### src/rtl/pc_sequencer.sv
// ---------------------------------------------------------------------------
// pc_sequencer : debug run/step/halt sequencer gating the PC register enable.
// Optional cycle counter built only when PC_SEQ_CYCLE_COUNT_EN is defined.
// Revision 1.0 - initial release
// ---------------------------------------------------------------------------
`default_nettype none

module pc_sequencer (
    input  logic        clk,
    input  logic        rst,
    input  logic        cmd_valid,
    input  logic [1:0]  cmd_code,
    input  logic [7:0]  step_count,
    input  logic        stall,
    input  logic        halt_instr,
    output logic        db_we,
    output logic        pc_write,
    output logic        pc_clear,
    output logic        done,
    output logic        cmd_err,
    output logic [1:0]  state,
    output logic [31:0] cycle_count
);

    typedef enum logic [1:0] {
        S_IDLE   = 2'd0,
        S_RUN    = 2'd1,
        S_STEP   = 2'd2,
        S_HALTED = 2'd3
    } state_t;

    localparam logic [1:0] CMD_STOP  = 2'b00;
    localparam logic [1:0] CMD_RUN   = 2'b01;
    localparam logic [1:0] CMD_STEP  = 2'b10;
    localparam logic [1:0] CMD_CLEAR = 2'b11;

    state_t     state_q;
    logic [7:0] step_cnt_q;
    logic       db_we_q;
    logic       done_q;
    logic       cmd_err_q;
    logic       pc_clear_q;

    assign pc_write = db_we_q & ~stall & ~halt_instr;

    always_ff @(posedge clk or negedge rst) begin
        if (!rst) begin
            state_q    <= S_IDLE;
            step_cnt_q <= 8'd0;
            db_we_q    <= 1'b0;
            done_q     <= 1'b0;
            cmd_err_q  <= 1'b0;
            pc_clear_q <= 1'b0;
        end else begin
            done_q     <= 1'b0;
            cmd_err_q  <= 1'b0;
            pc_clear_q <= 1'b0;
            case (state_q)
                S_IDLE: begin
                    if (cmd_valid) begin
                        case (cmd_code)
                            CMD_RUN: begin
                                state_q <= S_RUN;
                                db_we_q <= 1'b1;
                            end
                            CMD_STEP: begin
                                if (step_count != 8'd0) begin
                                    state_q    <= S_STEP;
                                    db_we_q    <= 1'b1;
                                    step_cnt_q <= step_count;
                                end else begin
                                    cmd_err_q <= 1'b1;
                                end
                            end
                            CMD_CLEAR: pc_clear_q <= 1'b1;
                            default: ;
                        endcase
                    end
                end
                S_RUN, S_STEP: begin
                    // A decoded HALT outranks everything, including a coincident STOP or final step.
                    if (halt_instr) begin
                        state_q    <= S_HALTED;
                        db_we_q    <= 1'b0;
                        done_q     <= 1'b1;
                        step_cnt_q <= 8'd0;
                    end else if (cmd_valid && (cmd_code == CMD_STOP)) begin
                        state_q    <= S_IDLE;
                        db_we_q    <= 1'b0;
                        done_q     <= 1'b1;
                        step_cnt_q <= 8'd0;
                    end else begin
                        if (cmd_valid) begin
                            cmd_err_q <= 1'b1;
                        end
                        if ((state_q == S_STEP) && pc_write) begin
                            if (step_cnt_q == 8'd1) begin
                                state_q    <= S_IDLE;
                                db_we_q    <= 1'b0;
                                done_q     <= 1'b1;
                                step_cnt_q <= 8'd0;
                            end else begin
                                step_cnt_q <= step_cnt_q - 8'd1;
                            end
                        end
                    end
                end
                S_HALTED: begin
                    if (cmd_valid) begin
                        case (cmd_code)
                            CMD_CLEAR: begin
                                pc_clear_q <= 1'b1;
                                state_q    <= S_IDLE;
                            end
                            CMD_RUN, CMD_STEP: cmd_err_q <= 1'b1;
                            default: ;
                        endcase
                    end
                end
                default: begin
                    state_q <= S_IDLE;
                    db_we_q <= 1'b0;
                end
            endcase
        end
    end

    assign state    = state_q;
    assign db_we    = db_we_q;
    assign done     = done_q;
    assign cmd_err  = cmd_err_q;
    assign pc_clear = pc_clear_q;

`ifdef PC_SEQ_CYCLE_COUNT_EN
    logic [31:0] cycle_cnt_q;
    logic [31:0] cycle_cnt_d;
    logic        clear_accept;

    // CLEAR is only honoured (and only clears the count) from IDLE or HALTED.
    assign clear_accept = cmd_valid && (cmd_code == CMD_CLEAR) &&
                          ((state_q == S_IDLE) || (state_q == S_HALTED));

    always_comb begin
        cycle_cnt_d = cycle_cnt_q;
        if (clear_accept) begin
            cycle_cnt_d = 32'd0;
        end else if (pc_write) begin
            cycle_cnt_d = cycle_cnt_q + 32'd1;
        end
    end

    always_ff @(posedge clk or negedge rst) begin
        if (!rst) begin
            cycle_cnt_q <= 32'd0;
        end else begin
            cycle_cnt_q <= cycle_cnt_d;
        end
    end

    assign cycle_count = cycle_cnt_q;
`else
    assign cycle_count = 32'd0;
`endif

endmodule

`default_nettype wire

### config.mk
export PLATFORM = sky130hd
export DESIGN_NAME = pc_sequencer
export DESIGN_NICKNAME = d
export VERILOG_FILES = /design/src/rtl/pc_sequencer.sv
export SDC_FILE = /design/constraint.sdc
export NUM_CORES = 1
export LEC_CHECK = 0
export CAP_MARGIN = 20
export CORE_ASPECT_RATIO = 0.7
export CORE_MARGIN = 3
export CORE_UTILIZATION = 40
export DETAILED_ROUTE_END_ITERATION = 16
export PLACE_DENSITY_LB_ADDON = 0.1
export SYNTH_ARGS = -nofsm -noshare
export SYNTH_HDL_FRONTEND = slang
export SYNTH_SLANG_ARGS = --single-unit
### constraint.sdc
create_clock -name clk -period 4.4 [get_ports clk]
set_input_delay 0.44 -clock clk [delete_from_list [all_inputs] [get_ports clk]]
set_output_delay 0.44 -clock clk [all_outputs]
set_load 0.01 [all_outputs]
[Word level (Yosys, flattened, before mapping)]
Index checks and enable logic that the tools add are counted.
Widths: inputs -> output; s select.
Word-level totals
  output and inout port bits: 39
  register bits after elaboration: 14
Cells by class
  multiplexer cells: 43
  $add $sub $neg: 1
  reduce and logical (&&, ||, !) cells: 12
  equality and inequality tests: 16
  bitwise operators: 4
Operators with widths (count)
  $mux 8: 7
  $mux 1: 22
  $mux 2: 8
  $pmux 8 s2: 1
  $ne 2x2->1 const B: 5
  $eq 2x2->1 const B: 4
  $eq 8x1->1 const B: 1
  $ne 4x4->1 const B: 2
  $reduce_bool 8->1: 1
  $sub 8x1->8 const B: 1
  $reduce_and 7->1: 1
  $ne 3x3->1 const B: 2
  $pmux 2 s3: 1
  $reduce_and 6->1: 1
  $reduce_or 2->1: 3
  $reduce_and 5->1: 1
  $eq 2x1->1 const B: 2
  $logic_not 2->1: 2
  $pmux 1 s2: 2
  $pmux 2 s2: 1
  $pmux 1 s3: 1
  $and 1x1->1: 2
  $logic_and 1x1->1: 2
  $not 1->1: 2
  $reduce_bool 2->1: 1

[Longest topological paths before layout]
  depth in word-level cells: 8
  mapped depth: 7
  mapped depth without buffers: 6

[Worst setup path after synthesis]
No wires, ideal clock.
  path type: register -> register
  from: register state_q[0], in the netlist state[0]
  to: register step_cnt_q[0]
  data arrival time: 1.978 ns
  setup slack: 2.297 ns
  cell stages (with the launch flop): 8
  data required time: 4.275 ns
  path through: dfrtp_1 inv_1 ha_1 a21boi_0 a311oi_2 and2_1 buf_2 mux2_2
On the way
  longest elaborated chain between the ends: 4
  elaborated cells between the ends (all ways): 12
  those cells by class: eq/ne (6); mux (1); reduce/logical (5)
RTL lines
  from (decl): RTL line 37  | state_t state_q;
  from (signal assigned): RTL line 48  | state_q <= S_IDLE;
  from (signal assigned): RTL line 63  | state_q <= S_RUN;
  from (signal assigned): RTL line 68  | state_q <= S_STEP;
  $eq 2x2->1 or $eq 2x1->1 (tied branches): RTL line 58, 96
  $reduce_or 2->1 or $logic_and 1x1->1 (tied branches): RTL line 58, 96
  $ne 4x4->1 (no line) or $reduce_bool 2->1 (tied branches)
  $reduce_and 5->1 (no line)
  to (signal assigned): RTL line 70  | step_cnt_q <= step_count;
  to (signal assigned): RTL line 103  | step_cnt_q <= step_cnt_q - 8'd1;
  to (decl): RTL line 38  | logic [7:0] step_cnt_q;
Parallel ways exist; a longest one is shown, timed or not.
A chain may end at the register's enable or synchronous reset.

[Final worst setup path]
Ends and elaborated chain as after synthesis.

==> impl_metrics.json <==
{
  "ys_seq_area_frac": 0.266,
  "wl_um": 2750,
  "cts_max_level": 1,
  "cts_made_buffers": 3,
  "clk_pin_slew_ns": 0.06,
  "rows": 16,
  "crit_chain": "inv_1 > ha_1 > nor2_1 > a311oi_2 > and2_1 > mux2_2",
  "io_pins": 54,
  "antenna_found_initial": 0,
  "cap_violations": 0,
  "synth_cells": 151,
  "area_growth_pct": 12.8,
  "rsz0062_at_grt": "no",
  "nets": 195,
  "power.density_nw_per_um2": 639,
  "drv_slew": 0,
  "ys.flop_type": "dfrtp_1",
  "port_buffers": 21,
  "hold_ws_ns": 0.569,
  "layout-drive-gt1-share": 0.0760,
  "dr_total_vias": 1044,
  "synth_edf_count": 0,
  "finalCritPeriodShare": 0.614,
  "n_antenna_cell": 0,
  "p_leak_uw": 0.000666,
  "setup_viol": 0,
  "ys_async_sr_fraction": 1.00,
  "grt_overflow": 0,
  "layout_common_cells": "conb_1 (32), clkdlybuf4s50_1 (21), dfrtp_1 (14)",
  "clk_path_buf_depth": 2,
  "synth_area_um2": 1320,
  "post_cts_buffers": 0,
  "synth_area_per_cell_um2": 8.72,
  "cts_resized": 0,
  "timing_worst_setup_path_type": "reg2reg",
  "finish.utilization": 0.501,
  "hp-class": "reg2reg",
  "tightestPinTransition_ns": 0.625,
  "insertion_delay_ns": 0.25,
  "grt_pass1_vias": 869,
  "yosys.cell_types.count": 45,
  "clockRootBuffer": "clkbuf_8",
  "clock-sinks": 14,
  "ys_warn_count": 0,
  "layout_min_cycle_time_ns": 2.70,
  "cp_slowest_cell": "ha_1",
  "dp_hpwl_um": 2210,
  "cts_tree": "done",
  "grt_pass1_wl_um": 4420,
  "viasPerCell": 5.04,
  "drtAntennaViolNets": 0,
  "grt_max_degree": 23,
  "wl_per_cell_um": 13.3,
  "slew_headroom": 0.582,
  "synth_area_leader_cell": "dfrtp_1",
  "fin_tns_setup_ns": 0,
  "mostFrequentLayoutCell": "conb_1",
  "status": "finished clean",
  "place.gp.congestion": 0.782,
  "drt_first_pass_iters": 4,
  "critPathBufInv": 1,
  "max_freq_mhz": 370,
  "finalHoldViolations": 0,
  "drc": 0,
  "skew_ns": 0.00186,
  "cp_top_family": "adder cells",
  "core-area_um2": 2960,
  "grt_use_total": 0.149,
  "first_iter_violations": 74,
  "holdBufCountCts": 0,
  "die_h_um": 54.0,
  "netlist.area_leader.share": 0.266,
  "start_util": 0.444,
  "arrival_ns": 2.84,
  "max_stage_delay_ns": 0.67,
  "ir_drop_mv": 0.317,
  "die_w_um": 74.6,
  "worstPathRequired_ns": 4.54,
  "cp-start-kind": "register",
  "crit_fanout": 22,
  "synth_area_leaders": "dfrtp_1 (27%), buf_4 (18%), ha_1 (7.6%)",
  "die_area_um2": 4030,
  "crit_path_end_kind": "register",
  "ys_ff_latch": 14
}
==> where the power goes <==
| part | internal [µW] | switching, µW |
|---|---|---|
| Sequential | 191 | 58.6 |
| Combinational | 261 | 312 |
| Clock | 79.4 | 46.6 |
==> stage by stage <==
step	worst slack [ns]	power (µW)	instance area, µm²	std cells
2_1_floorplan	2.30	687	1430	182
3_3_place_gp	1.62	823	1430	203
3_5_place_dp	1.59	817	1430	203
4_1_cts	1.68	955	1490	207
5_1_grt	1.44	1030	1490	207
6_report	1.70	948	1490	207
==> cell families after synthesis <==
group	Yosys count	share of synthesized area
and+or+nand+nor	40	0.189
AOI/OAI and AO/OA	36	0.198
muxes	5	0.0409
other	1	0.00285
DFF	14	0.266
buffers and inverters	47	0.227
adders and majority gates	8	0.0760
==> layout make-up <==
class | instances | area, µm²
repair buffers | 21 | 210
inverters | 11 | 41.3
clock buffers | 4 | 55.1
flip-flops and latches | 14 | 350
fillers | 286 | 1480
well taps | 36 | 45.0
multi-input cells | 121 | 783
==> routing by layer <==
| metal | part of all wire | wire, µm | GRT usage | vias up |
|---|---|---|---|---|
| li1 | - | - | - | 515 |
| met2 | 0.43 | 1170 | 0.213 | 33 |
| met4 | 0.015 | 40 | 0.0621 | 0 |
| met3 | 0.061 | 168 | 0.0392 | 4 |
| met1 | 0.50 | 1360 | 0.210 | 492 |
| met5 | 0 | 0 | 0 | - |
==> state kept, by name, summed over array words and instances (netlist names) <==
register / flops
cmd_err: 1
db_we: 1
done: 1
pc_clear: 1
state: 2
step_cnt_q: 8
==> path summary, 6_finish.rpt <==
path | startpoint | end | slack (ns) | depth (start not counted)
setup / recovery | state[0]$_DFFE_PN0P_ | step_cnt_q[0]$_DFFE_PN0P_ | 1.70 | 6
hold / removal | db_we$_DFFE_PN0P_ | db_we$_DFFE_PN0P_ | 0.57 | 1
setup reg to reg | state[0]$_DFFE_PN0P_ | step_cnt_q[0]$_DFFE_PN0P_ | 1.70 | 6
hold reg to reg | db_we$_DFFE_PN0P_ | db_we$_DFFE_PN0P_ | 0.57 | 1
max in group asynchronous | rst | step_cnt_q[5]$_DFFE_PN0P_ | 3.42 | 1
min in group asynchronous | rst | cmd_err$_DFF_PN0_ | 0.58 | 1
==> Yosys cell counts (2+ instances only) <==
cell      count
o211ai_1      5
o22ai_1       2
nor2_1        7
a21o_1        2
nand3_1       5
a22o_1        2
nand2_1       3
nand2b_1      7
and2_1        2
inv_1        11
a21oi_1       6
nor4_2        2
a31oi_1       3
o21ai_0       5
clkbuf_1      2
ha_1          8
dfrtp_1      14
mux2_2        3
or4_1         2
mux2i_1       2
a21boi_0      3
buf_4        32
Note: power is estimated with default switching activity, not from simulation.
